`src/rtl/uc_dispatcher.sv`:
```
// Unit-clause dispatcher: issues queued literals round-robin to idle BCP engines and tracks run state.
// Optional build macro DISP_STATS_EN adds a saturating disp_count output.
module uc_dispatcher #(
  parameter int NUM_ENGINE = 4,
  parameter int UC_LENGTH  = 512,
  parameter int SETTLE_CYC = 2,
  localparam int LIT_W     = $clog2(UC_LENGTH)
) (
  input  logic                  clk,
  input  logic                  rst,
  input  logic                  start,
  input  logic                  load_done,
  input  logic                  ucq_valid,
  input  logic [LIT_W-1:0]      ucq_lit,
  output logic                  ucq_pop,
  input  logic [NUM_ENGINE-1:0] eng_done,
  input  logic [NUM_ENGINE-1:0] eng_conflict,
  output logic [NUM_ENGINE-1:0] disp_valid,
  output logic [LIT_W-1:0]      disp_lit,
  output logic [NUM_ENGINE-1:0] engmask,
`ifdef DISP_STATS_EN
  output logic [15:0]           disp_count,
`endif
  output logic                  busy,
  output logic                  done,
  output logic                  conflict
);

  localparam int ENG_W = $clog2(NUM_ENGINE);
  localparam int CNT_W = $clog2(SETTLE_CYC + 1);

  typedef enum logic [2:0] {
    ST_IDLE     = 3'd0,
    ST_RUN      = 3'd1,
    ST_FLUSH    = 3'd2,
    ST_DONE     = 3'd3,
    ST_CONFLICT = 3'd4
  } state_t;

  state_t                state_r;
  logic [ENG_W-1:0]      rr_ptr_r;
  logic [CNT_W-1:0]      settle_cnt_r;
  logic [NUM_ENGINE-1:0] engmask_r;
  logic [NUM_ENGINE-1:0] disp_valid_r;
  logic [LIT_W-1:0]      disp_lit_r;
`ifdef DISP_STATS_EN
  logic [15:0]           disp_count_r;
`endif

  logic [NUM_ENGINE-1:0] eligible_s;
  logic                  grant_found_s;
  logic [ENG_W-1:0]      grant_idx_s;
  logic [ENG_W-1:0]      rr_nxt_s;
  logic [NUM_ENGINE-1:0] issue_vec_s;
  logic [NUM_ENGINE-1:0] engmask_nxt_s;
  logic                  run_s;
  logic                  lit_zero_s;
  logic                  issue_s;
  logic                  drop_s;
  logic                  conflict_hit_s;
  logic                  quiet_s;
  logic                  start_ok_s;

  // Round-robin search: first idle engine at or after rr_ptr, wrapping to the low indices.
  always_comb begin
    grant_found_s = 1'b0;
    grant_idx_s   = {ENG_W{1'b0}};
    for (int i = 0; i < NUM_ENGINE; i++) begin
      if (!grant_found_s && (i >= int'(rr_ptr_r)) && eligible_s[ENG_W'(i)]) begin
        grant_found_s = 1'b1;
        grant_idx_s   = ENG_W'(i);
      end else begin
        grant_found_s = grant_found_s;
      end
    end
    for (int i = 0; i < NUM_ENGINE; i++) begin
      if (!grant_found_s && (i < int'(rr_ptr_r)) && eligible_s[ENG_W'(i)]) begin
        grant_found_s = 1'b1;
        grant_idx_s   = ENG_W'(i);
      end else begin
        grant_found_s = grant_found_s;
      end
    end
  end

  // Issue, drop, conflict and quiescence decode for the current cycle.
  always_comb begin
    eligible_s     = ~engmask_r;
    run_s          = (state_r == ST_RUN);
    lit_zero_s     = (ucq_lit == {LIT_W{1'b0}});
    issue_s        = run_s & ucq_valid & ~lit_zero_s & grant_found_s;
    drop_s         = run_s & ucq_valid & lit_zero_s;
    issue_vec_s    = issue_s ? ({{(NUM_ENGINE-1){1'b0}}, 1'b1} << grant_idx_s) : {NUM_ENGINE{1'b0}};
    rr_nxt_s       = (grant_idx_s == ENG_W'(NUM_ENGINE - 1)) ? {ENG_W{1'b0}} : grant_idx_s + 1'b1;
    engmask_nxt_s  = (engmask_r & ~eng_done) | issue_vec_s;
    conflict_hit_s = |(eng_done & eng_conflict & engmask_r);
    quiet_s        = load_done & ~ucq_valid & (engmask_r == {NUM_ENGINE{1'b0}}) &
                     (eng_done == {NUM_ENGINE{1'b0}});
    start_ok_s     = start & ((state_r == ST_IDLE) | (state_r == ST_DONE) | (state_r == ST_CONFLICT));
  end

  // State machine, busy tracking and issue registers.
  always_ff @(posedge clk or negedge rst) begin
    if (!rst) begin
      state_r      <= ST_IDLE;
      rr_ptr_r     <= {ENG_W{1'b0}};
      settle_cnt_r <= {CNT_W{1'b0}};
      engmask_r    <= {NUM_ENGINE{1'b0}};
      disp_valid_r <= {NUM_ENGINE{1'b0}};
      disp_lit_r   <= {LIT_W{1'b0}};
`ifdef DISP_STATS_EN
      disp_count_r <= 16'h0000;
`endif
    end else begin
      engmask_r    <= engmask_nxt_s;
      disp_valid_r <= issue_vec_s;
      disp_lit_r   <= issue_s ? ucq_lit : {LIT_W{1'b0}};
      if (issue_s) begin
        rr_ptr_r <= rr_nxt_s;
      end else begin
        rr_ptr_r <= rr_ptr_r;
      end
`ifdef DISP_STATS_EN
      if (start_ok_s) begin
        disp_count_r <= 16'h0000;
      end else if (issue_s && (disp_count_r != 16'hFFFF)) begin
        disp_count_r <= disp_count_r + 16'h0001;
      end else begin
        disp_count_r <= disp_count_r;
      end
`endif
      case (state_r)
        ST_IDLE, ST_DONE, ST_CONFLICT: begin
          if (start_ok_s) begin
            state_r      <= ST_RUN;
            settle_cnt_r <= {CNT_W{1'b0}};
          end else begin
            state_r <= state_r;
          end
        end
        ST_RUN: begin
          if (conflict_hit_s) begin
            state_r      <= ST_FLUSH;
            settle_cnt_r <= {CNT_W{1'b0}};
          end else if (quiet_s) begin
            settle_cnt_r <= settle_cnt_r + 1'b1;
            if (settle_cnt_r == CNT_W'(SETTLE_CYC - 1)) begin
              state_r <= ST_DONE;
            end else begin
              state_r <= ST_RUN;
            end
          end else begin
            settle_cnt_r <= {CNT_W{1'b0}};
          end
        end
        ST_FLUSH: begin
          // Outstanding engines drain here; the last done pulse lands us in CONFLICT.
          if (engmask_nxt_s == {NUM_ENGINE{1'b0}}) begin
            state_r <= ST_CONFLICT;
          end else begin
            state_r <= ST_FLUSH;
          end
        end
        default: begin
          state_r <= ST_IDLE;
        end
      endcase
    end
  end

  assign ucq_pop    = issue_s | drop_s;
  assign disp_valid = disp_valid_r;
  assign disp_lit   = disp_lit_r;
  assign engmask    = engmask_r;
  assign busy       = (state_r == ST_RUN) | (state_r == ST_FLUSH);
  assign done       = (state_r == ST_DONE);
  assign conflict   = (state_r == ST_CONFLICT);
`ifdef DISP_STATS_EN
  assign disp_count = disp_count_r;
`endif

endmodule

```
`config.mk`:
```
export PLATFORM = sky130hd
export DESIGN_NAME = uc_dispatcher
export DESIGN_NICKNAME = d
export VERILOG_FILES = /design/src/rtl/uc_dispatcher.sv
export SDC_FILE = /design/constraint.sdc
export NUM_CORES = 1
export LEC_CHECK = 0
export CAP_MARGIN = 15
export CORE_MARGIN = 3
export CORE_UTILIZATION = 41
export CTS_CLUSTER_SIZE = 40
export DETAILED_ROUTE_END_ITERATION = 12
export PLACE_DENSITY = 0.76
export SLEW_MARGIN = 25
export SYNTH_ARGS = -nofsm -noshare
export SYNTH_HDL_FRONTEND = slang
export SYNTH_SLANG_ARGS = --single-unit
```
`constraint.sdc`:
```
create_clock -name clk -period 2.15 [get_ports clk]
set_input_delay 0.3225 -clock clk [delete_from_list [all_inputs] [get_ports clk]]
set_output_delay 0.3225 -clock clk [all_outputs]
set_load 0.005 [all_outputs]
```
==> results.toml <==
[cts]
postCtsSetupBuffers = 0
root_buffer = "clkbuf_4"
clk_transition_reported_paths_ns = 0.11
clock_path_buffers = 2
insertion_delay_ns = 0.29
cts_tree = "built"
cts.sinks = 22
htreeDepth = 1
numCtsBuffers = 3

[timing]
rsz0062_at_grt = "false"
holdWs_ns = 0.358
finalSetupTns_ns = 0
setup_violations = 0
fin_crit_ns = 2.00
min_period_over_period_pct = 93.2
finalWorstSetupSlack_ns = 0.146
report.final.slew_viol_count = 0
hold_viol = 0
finClkSkew_ns = 0.00456
clock.fmax_ghz = 0.499

[logic_synthesis]
ys_warn_count = 0
synth.distinct_cells = 33
netlist.area_leader.share_pct = 52.2
synth.avg_cell_area_um2 = 10.5
synth-edff-count = 0
synth-seq-cells = 22
yosysTopAreaCell = "dfrtp_1"
synthArstFlopShare_pct = 100
synth_ff_type = "dfrtp_1"
syn-cell-area_mm2 = 0.00105
yosysSeqAreaShare_pct = 52.2
synth_area_leaders = "dfrtp_1 52%, and2_1 3.6%, and3_1 3.6%"
syn_inst = 100

[detailed_routing]
drtIter0Drc = 29
vias = 915
ant_nets = 0
avgRoutedWirePerCell_um = 14.2
drc_errors = 0
first_pass_iters = 4
via_per_inst = 5.32
drt_wl_total_um = 2450

[die]
die-area_mm2 = 0.00322
coreArea_mm2 = 0.00232
io_pins = 43
initial_utilization_pct = 45.5
dieHeight_um = 56.7
num_rows = 17
die_w_um = 56.7

[run_status]
status = "complete, no violations"

[power_and_ir_drop]
cellPowerDensity_mw_per_mm2 = 989
power_leakage_nw = 0.677
max-vdd-ir-drop_mv = 0.700

[grt]
grtUsageMet2_pct = 29.0
grt_pass1_wl_um = 4220
grt_antenna_before_repair = 0
grt_util_met1_pct = 19.2
use_met3_pct = 5.52
gr-max-usage-layer = "met2"
grt-ovfl-total = 0
track_usage_pct = 16.7
grt_max_degree = 23
grt_pass1_vias = 933

[critical_path]
critical-path-max-stage-delay_ns = 0.45
slowest_stage = "clkdlybuf4s50_1"
path_buf_inv = 2
crit_chain = "clkdlybuf4s50_1 > nor4_4 > nand3_4 > a31oi_1 > dlygate4sd2_1"
crit_path_end_kind = "output port"
r2r_cells = 4
reg2reg_slack_ns = 0.72
arrival_ns = 1.68
worstPathMaxFanout = 2
crit_family = "buffers and inverters"
cp.depth = 5
cp.required_ns = 1.83
critical_path_class = "in2out"
cp-start-kind = "input pin"

[place]
gp_congestion = 0.820
pre_cts_slack_ns = -0.177
io_buffers = 40

[final_layout]
fin_nets = 169
n_fill_cell = 194
drive_gt1_share_pct = 9.72
area_growth_pct = 44.0
diodes = 0
final_common_cell = "clkdlybuf4s50_1"
layout_common_cells = "39 x clkdlybuf4s50_1, 22 x dfrtp_1, 8 x nand2_1"

[job]
max_cap_violations = 0

[min_path]
min_path_type = "in2async"
-- area by class of cell --
| type | instances | area [um2] | area share [%] |
|---|---|---|---|
| clock buffer | 3 | 22.5 | 1.48 |
| timing repair buffer | 45 | 437 | 28.7 |
| tap | 28 | 35.0 | 2.31 |
| inverter | 5 | 18.8 | 1.24 |
| multi-input combinational | 69 | 455 | 30.0 |
| sequential | 22 | 551 | 36.2 |
-- sequential cells by signal (all words and copies together), names as in the netlist --
register and flops:
settle_cnt_r 2, state_r 3, disp_lit 9, rr_ptr_r 2, disp_valid 2, engmask 4
-- stage by stage --
stage                     instance area, um2  power [mW]  utilization (%)  cells
after floorplan                         1060        1.00                -    101
after global placement                  1490        1.32             64.2    169
after detailed placement                1490        1.34             64.2    169
after global routing                    1520        1.61             65.5    172
final                                   1520        1.50             65.5    172
after CTS                               1520        1.52             65.5    172
-- cells in the mapped netlist (2+ instances only) --
library cell	n
nor2b_1	2
nor3_1	3
o21ai_0	3
a31oi_1	4
buf_6	2
a21oi_1	2
buf_4	2
inv_1	5
and2_1	6
nand2b_1	5
nor4_1	2
nand3_1	3
and3_4	2
nand2_1	8
nor2_1	7
and3_1	6
dfrtp_1	22
-- routing by layer --
| layer | wire length (um) | up-vias |
|---|---|---|
| li1 | - | 433 |
| met3 | 274 | 4 |
| met4 | 33 | 0 |
| met2 | 1250 | 44 |
| met5 | 0 | - |
| met1 | 895 | 434 |
-- power by group --
part           switching, mW  internal [mW]  total (mW)
clock network          0.114         0.0652       0.179
logic                  0.305          0.418       0.723
registers             0.0753          0.525       0.601
total                  0.494           1.01        1.50
-- final timing paths --
| kind | from | to |
|---|---|---|
| setup reg to reg | state_r[2]$_DFFE_PN0P_ | engmask[1]$_DFF_PN0_ |
| hold / removal | rst | settle_cnt_r[0]$_DFFE_PN0P_ |
| min in group clk | rr_ptr_r[1]$_DFFE_PN0P_ | rr_ptr_r[1]$_DFFE_PN0P_ |
| setup / recovery | ucq_lit[3] | ucq_pop |
| hold reg to reg | rr_ptr_r[1]$_DFFE_PN0P_ | rr_ptr_r[1]$_DFFE_PN0P_ |
| max in group asynchronous | rst | disp_valid[1]$_DFF_PN0_ |
-- cells by family after synthesis --
| logic type | Yosys count | share of synthesized area, % |
|---|---|---|
| fa+ha+maj | 1 | 1.19 |
| flops | 22 | 52.2 |
| other cells | 1 | 0.356 |
| simple gates | 50 | 30.1 |
| buf+inv | 10 | 5.81 |
| xor+xnor | 1 | 0.831 |
| compound gates | 15 | 9.49 |
-- what timing repair did --
action | CTS | global route
setup endpoints to repair | 1 | 0
resized for setup | 2 | 0
hold buffers | 0 | 0
Power figures use the tool's default switching activity.
